`src/rtl/irq_responder_if.sv`:
```
// irq_responder_if: PIC/NMI inputs and pipeline trap handshake for the interrupt responder
interface irq_responder_if;
    logic        NMI;
    logic        INT;
    logic [2:0]  INT_NUM;
    logic        int_en;
    logic        trap_ack;
    logic        trap_ret;
    logic        trap_req;
    logic [31:0] trap_vec;
    logic [3:0]  trap_cause;
    logic        in_service;
    logic        nmi_active;
    modport master (
        output NMI, INT, INT_NUM, int_en, trap_ack, trap_ret,
        input  trap_req, trap_vec, trap_cause, in_service, nmi_active
    );
    modport slave (
        input  NMI, INT, INT_NUM, int_en, trap_ack, trap_ret,
        output trap_req, trap_vec, trap_cause, in_service, nmi_active
    );
endinterface

```
`src/rtl/irq_responder.sv`:
```
// irq_responder: synchronizes PIC INT/INT_NUM and NMI, arbitrates NMI first, tracks in-service state
module irq_responder #(
    parameter logic [31:0] VEC_BASE    = 32'h0000_0100,
    parameter int          VEC_SHIFT   = 2,
    parameter logic [31:0] NMI_VEC     = 32'h0000_0080,
    parameter int          SYNC_STAGES = 2
) (
    input logic           clk,
    input logic           rst,
    irq_responder_if.slave bus
);
    typedef enum logic [2:0] {IDLE, REQ, SVC, NMI_REQ, NMI_SVC} state_t;
    state_t                          state, nxt;
    logic [SYNC_STAGES-1:0]          nmi_sync, int_sync;
    logic [SYNC_STAGES-1:0][2:0]     num_sync;
    logic                            nmi_s, int_s, nmi_d, nmi_rise, nmi_pending;
    logic [2:0]                      num_s, num_q, num_n;
    logic                            saved_int, saved_n;
    logic                            trap_req, in_service, nmi_active;
    logic [31:0]                     trap_vec;
    logic [3:0]                      trap_cause;
    assign nmi_s    = nmi_sync[SYNC_STAGES-1];
    assign int_s    = int_sync[SYNC_STAGES-1];
    assign num_s    = num_sync[SYNC_STAGES-1];
    assign nmi_rise = nmi_s & ~nmi_d;
    always_comb begin
        nxt = state;
        unique case (state)
            IDLE:    nxt = nmi_pending ? NMI_REQ : (int_s && bus.int_en) ? REQ : IDLE;
            REQ:     nxt = bus.trap_ack ? SVC : nmi_pending ? NMI_REQ : (!int_s || !bus.int_en) ? IDLE : REQ;
            SVC:     nxt = bus.trap_ret ? IDLE : nmi_pending ? NMI_REQ : SVC;
            NMI_REQ: nxt = bus.trap_ack ? NMI_SVC : NMI_REQ;
            NMI_SVC: nxt = !bus.trap_ret ? NMI_SVC : nmi_pending ? NMI_REQ : saved_int ? SVC : IDLE;
            default: nxt = IDLE;
        endcase
    end
    // saved_int remembers a maskable handler preempted by NMI so the NMI return resumes it
    assign saved_n = (state == SVC && nxt == NMI_REQ) ? 1'b1 :
                     (state == NMI_SVC && nxt == SVC) ? 1'b0 : saved_int;
    assign num_n   = (state == IDLE && nxt == REQ) ? num_s : num_q;
    always_ff @(posedge clk or negedge rst) begin
        if (!rst) begin
            nmi_sync    <= '0;
            int_sync    <= '0;
            num_sync    <= '0;
            nmi_d       <= 1'b0;
            nmi_pending <= 1'b0;
            state       <= IDLE;
            saved_int   <= 1'b0;
            num_q       <= '0;
            trap_req    <= 1'b0;
            trap_vec    <= '0;
            trap_cause  <= '0;
            in_service  <= 1'b0;
            nmi_active  <= 1'b0;
        end else begin
            nmi_sync    <= {nmi_sync[SYNC_STAGES-2:0], bus.NMI};
            int_sync    <= {int_sync[SYNC_STAGES-2:0], bus.INT};
            num_sync    <= {num_sync[SYNC_STAGES-2:0], bus.INT_NUM};
            nmi_d       <= nmi_s;
            nmi_pending <= nmi_rise | (nmi_pending & ~(state == NMI_REQ && bus.trap_ack));
            state       <= nxt;
            saved_int   <= saved_n;
            num_q       <= num_n;
            trap_req    <= nxt == REQ || nxt == NMI_REQ;
            trap_vec    <= nxt == NMI_REQ ? NMI_VEC :
                           nxt == REQ ? VEC_BASE + (32'(num_n) << VEC_SHIFT) : '0;
            trap_cause  <= nxt == NMI_REQ ? 4'hF : nxt == REQ ? {1'b0, num_n} : 4'h0;
            in_service  <= nxt == SVC || nxt == NMI_SVC || (nxt == NMI_REQ && saved_n);
            nmi_active  <= nxt == NMI_SVC;
        end
    end
    assign bus.trap_req   = trap_req;
    assign bus.trap_vec   = trap_vec;
    assign bus.trap_cause = trap_cause;
    assign bus.in_service = in_service;
    assign bus.nmi_active = nmi_active;
endmodule

```
`src/flat_wrapper.sv`:
```
// flat-port wrapper written by rule: the top's interface ports become plain ports
module irq_responder_flat 
#(
    parameter logic [31:0] VEC_BASE    = 32'h0000_0100,
    parameter int          VEC_SHIFT   = 2,
    parameter logic [31:0] NMI_VEC     = 32'h0000_0080,
    parameter int          SYNC_STAGES = 2
)
  (clk, rst, bus_NMI, bus_INT, bus_INT_NUM, bus_int_en, bus_trap_ack, bus_trap_ret, bus_trap_req, bus_trap_vec, bus_trap_cause, bus_in_service, bus_nmi_active);
  irq_responder_if bus_i ();
  input logic clk;
  input logic rst;
  input wire logic [$bits(bus_i.NMI)-1:0] bus_NMI;
  input wire logic [$bits(bus_i.INT)-1:0] bus_INT;
  input wire logic [$bits(bus_i.INT_NUM)-1:0] bus_INT_NUM;
  input wire logic [$bits(bus_i.int_en)-1:0] bus_int_en;
  input wire logic [$bits(bus_i.trap_ack)-1:0] bus_trap_ack;
  input wire logic [$bits(bus_i.trap_ret)-1:0] bus_trap_ret;
  output wire logic [$bits(bus_i.trap_req)-1:0] bus_trap_req;
  output wire logic [$bits(bus_i.trap_vec)-1:0] bus_trap_vec;
  output wire logic [$bits(bus_i.trap_cause)-1:0] bus_trap_cause;
  output wire logic [$bits(bus_i.in_service)-1:0] bus_in_service;
  output wire logic [$bits(bus_i.nmi_active)-1:0] bus_nmi_active;
  assign bus_i.NMI = bus_NMI;
  assign bus_i.INT = bus_INT;
  assign bus_i.INT_NUM = bus_INT_NUM;
  assign bus_i.int_en = bus_int_en;
  assign bus_i.trap_ack = bus_trap_ack;
  assign bus_i.trap_ret = bus_trap_ret;
  assign bus_trap_req = bus_i.trap_req;
  assign bus_trap_vec = bus_i.trap_vec;
  assign bus_trap_cause = bus_i.trap_cause;
  assign bus_in_service = bus_i.in_service;
  assign bus_nmi_active = bus_i.nmi_active;
  irq_responder #(.VEC_BASE(VEC_BASE), .VEC_SHIFT(VEC_SHIFT), .NMI_VEC(NMI_VEC), .SYNC_STAGES(SYNC_STAGES)) u_core (.clk(clk), .rst(rst), .bus(bus_i));
endmodule
```
`config.mk`:
```
export PLATFORM = sky130hd
export DESIGN_NAME = irq_responder_flat
export DESIGN_NICKNAME = d
export VERILOG_FILES = /design/src/rtl/irq_responder_if.sv /design/src/rtl/irq_responder.sv /design/src/flat_wrapper.sv
export SDC_FILE = /design/constraint.sdc
export NUM_CORES = 1
export LEC_CHECK = 0
export ABC_AREA = 1
export BUFFER_PORTS_ARGS = -buffer_cell sky130_fd_sc_hd__buf_4
export CAP_MARGIN = 20
export CELL_PAD_IN_SITES_DETAIL_PLACEMENT = 2
export CELL_PAD_IN_SITES_GLOBAL_PLACEMENT = 2
export CORE_ASPECT_RATIO = 1.5
export CORE_MARGIN = 3
export CORE_UTILIZATION = 27
export CTS_BUF_LIST = sky130_fd_sc_hd__clkbuf_8
export CTS_CLUSTER_SIZE = 40
export DETAILED_ROUTE_END_ITERATION = 16
export PLACE_DENSITY_LB_ADDON = 0.05
export SLEW_MARGIN = 0
export SYNTH_ARGS = -nofsm -noshare
export SYNTH_HDL_FRONTEND = slang
export SYNTH_SLANG_ARGS = --single-unit
```
`constraint.sdc`:
```
create_clock -name clk -period 1.2 [get_ports clk]
set_input_delay 0.12 -clock clk [delete_from_list [all_inputs] [get_ports clk]]
set_output_delay 0.12 -clock clk [all_outputs]
set_load 0.01 [all_outputs]
```
==> results.toml <==
[power_and_ir_drop]
seqPwrFrac_pct = 31.5
peakVddDrop_mv = 0.776
combPwrFrac_pct = 51.2
clockPowerShare_pct = 17.4
leakagePower_nw = 1.02
p_int_mw = 2.85
swShare_pct = 39.3
power_density_nw_per_um2 = 2510
finalPower_mw = 4.70
switching_power_mw = 1.85

[timing]
layout_min_cycle_time_ns = 1.49
rsz0062_at_grt = "true"
skew_ns = 0.00662
slew_viol_final = 0
finalSetupViolations = 15
hold_violations = 0
fin_crit_sh_pct = 124
fin_ws_ns = -0.291
max_freq_mhz = 671

[grt]
grt_pass1_wl_um = 5560
grt_max_degree = 31
grt_antenna_before_repair = 0
groute.usage.overall_pct = 12.3
grt_pass1_vias = 1108
grt-ovfl-total = 0

[flow_run]
max-cap-violations = 0

[drt]
drc = 0
wirelength_um = 3250
drt-initial-drc-count = 21
wl_met2_um = 1960
wl_met1_um = 1090
firstDrtPassIters = 4
ant_nets = 0
routed_via_density = 3.91
wire_per_inst_um = 12.8
topRoutingLayerUsed = "met4"
vias = 988
wl_met3_um = 166

[cells_and_area]
nFillCells = 541
final_common_cell = "buf_4"
final_nets = 198
area_growth_pct = 40.0
drive_above_1_share_pct = 42.3
n_antenna_cell = 0
finalInstanceArea_um2 = 1870
layout_common_cells = "buf_4 (39), conb_1 (27), dfrtp_1 (27)"

[clock_network]
cts_sinks = 30
cts_tree = "yes"
cts_buffers = 5
clockRootBuffer = "clkbuf_8"
clk_pin_slew_ns = 0.07
htree_levels = 2
clockBufferDepth = 2
clock_latency_ns = 0.28

[floorplan]
start_util_pct = 28.7
design.core.area_um2 = 4650
core.rowCount = 30
fp.dieArea_um2 = 5840
die_height_um = 92.1
die_x_um = 63.4
io_pins = 49

[placed_design]
postPlaceCellArea_um2 = 1560
port_buffers = 21
globalplace.congestion = 0.672
dpl.hpwl_um = 2310

[worst_setup_path]
cpMostUsedCell = "nand3_4"
cpLargestDelayFamily = "simple AND/OR/NAND/NOR gates"
crit_type = "flip-flop to flip-flop"
end_kind = "flip-flop"
r2r-end = "u_core.bus.trap_cause[0]"
cp.arrival_ns = 1.66
r2r_slack_ns = -0.29
path_buf_inv = 0
critPathSlowestCell = "dfrtp_2"
crit_fanout = 7
critical-path-max-stage-delay_ns = 0.47
start_kind = "flip-flop"
reg2reg_depth = 8
cp_cell_sequence = "nor2_4 > nand3_4 > nand2_2 > nand2_4 > nand3_4 > nand4_1 > nand3_2 > nand2_1"
r2r_start = "u_core.state[2]"
required_ns = 1.37

[logic_synthesis]
ys_warn_count = 0
ys_types = 18
ys_seq_area_share_pct = 56.2
ys_ff_latch = 30
syn_inst = 138
avgSynthCellArea_um2 = 9.67
syn_area_um2 = 1340

[outcome]
violations = "setup timing"
status = "complete, but fails checks"

[hold_path]
whs_path_depth = 2
min_from = "bus_trap_ret"
hold_path_class = "input port to flip-flop"
hold_end = "u_core.bus.nmi_active"
area by class of cell:
class | count | area (um2) | share of cell area (%)
Sequential cell | 30 | 754 | 40.4
Multi-Input combinational cell | 84 | 507 | 27.1
Timing Repair Buffer | 45 | 353 | 18.9
Inverter | 22 | 83.8 | 4.48
Clock buffer | 6 | 82.6 | 4.42
Tap cell | 64 | 80.1 | 4.28
Clock inverter | 2 | 8.76 | 0.469
worst max-delay path by stage:
stage / startpoint / end / cells past startpoint
final: u_core.state[2] / u_core.bus.trap_cause[0] / 8
after global routing: u_core.state[2] / u_core.bus.trap_cause[0] / 8
after CTS: u_core.state[2] / u_core.bus.trap_cause[2] / 8
after detailed placement: u_core.state[2] / u_core.bus.trap_cause[0] / 7
after global placement: u_core.state[2] / u_core.bus.trap_cause[0] / 7
after floorplan: u_core.state[1] / u_core.bus.trap_cause[0] / 10
kinds of logic (layout without fill, tap and decap cells):
logic type	after synthesis	count (layout)	synth area share [%]
AOI/OAI and AO/OA	5	5	2.34
buffers and inverters	50	75	21.9
DFF	30	30	56.2
other	1	27	0.281
and+or+nand+nor	52	52	19.2
cells in the mapped netlist:
cell       n  area, um2
o22ai_1    1       6.26
buf_4     28        210
nor3_1     2       10.0
clkinv_1   1       3.75
inv_2      1       3.75
nand3_4    1       17.5
nor2_1     6       22.5
dfrtp_1   30        751
o21bai_1   2       15.0
nor2_2     2       12.5
inv_1     20       75.1
conb_1     1       3.75
nand4_1    4       25.0
a21oi_1    2       10.0
nand2_2    3       18.8
nand3_1    8       40.0
nand2_1   24       90.1
nand3_2    2       20.0
sequential cells by signal, summed over array words and instances (netlist names), 2 cells and up:
name and cells:
u_core.bus.trap_vec 5, u_core.bus.trap_cause 3, u_core.num_q 3, u_core.num_s 3
u_core.num_sync 3, u_core.state 3, u_core.int_sync 2, u_core.nmi_sync 2
power by group through the flow:
stage	logic, mW	clock network, mW	registers (mW)
floorplan	1.05	0	1.54
global placement	1.85	0	1.46
detailed placement	1.90	0	1.48
CTS	2.37	0.850	1.47
global route	2.71	0.904	1.52
finish	2.41	0.816	1.48
timing repair:
item,in CTS,in global routing
hold buffers,6,0
pin swaps,8,9
endpoints found under the setup margin,17,18
buffers inserted,7,0
cloned,0,0
resized for setup,23,6
endpoints found under the hold margin,35,0
routing by layer:
layer	global-route usage, %	vias to the layer above
met1	12.5	489
li1	-	464
met5	0	-
met2	23.2	31
met3	3.19	4
met4	4.86	0
worst register-to-register path, stage by stage (launching register included):
cell     delay (ns)
dfrtp_2        0.47
nor2_4         0.19
nand3_4        0.11
nand2_2        0.10
nand2_4        0.06
nand3_4        0.10
nand4_1        0.18
nand3_2        0.11
nand2_1        0.05
per-stage QoR:
| stage | setup TNS [ns] | setup WS (ns) | hold slack (ns) | cells | util [%] |
|---|---|---|---|---|---|
| after floorplan | -0.647 | -0.0903 | -0.176 | 164 | - |
| after global placement | -3.30 | -0.309 | 0.0699 | 232 | 33.5 |
| after detailed placement | -3.90 | -0.352 | 0.0762 | 232 | 33.5 |
| after CTS | -3.24 | -0.278 | 0.0671 | 253 | 39.6 |
| after global routing | -5.11 | -0.414 | 0.0815 | 253 | 40.2 |
| final | -3.28 | -0.291 | 0.0724 | 253 | 40.2 |
Note: power is estimated with default switching activity, not from simulation.
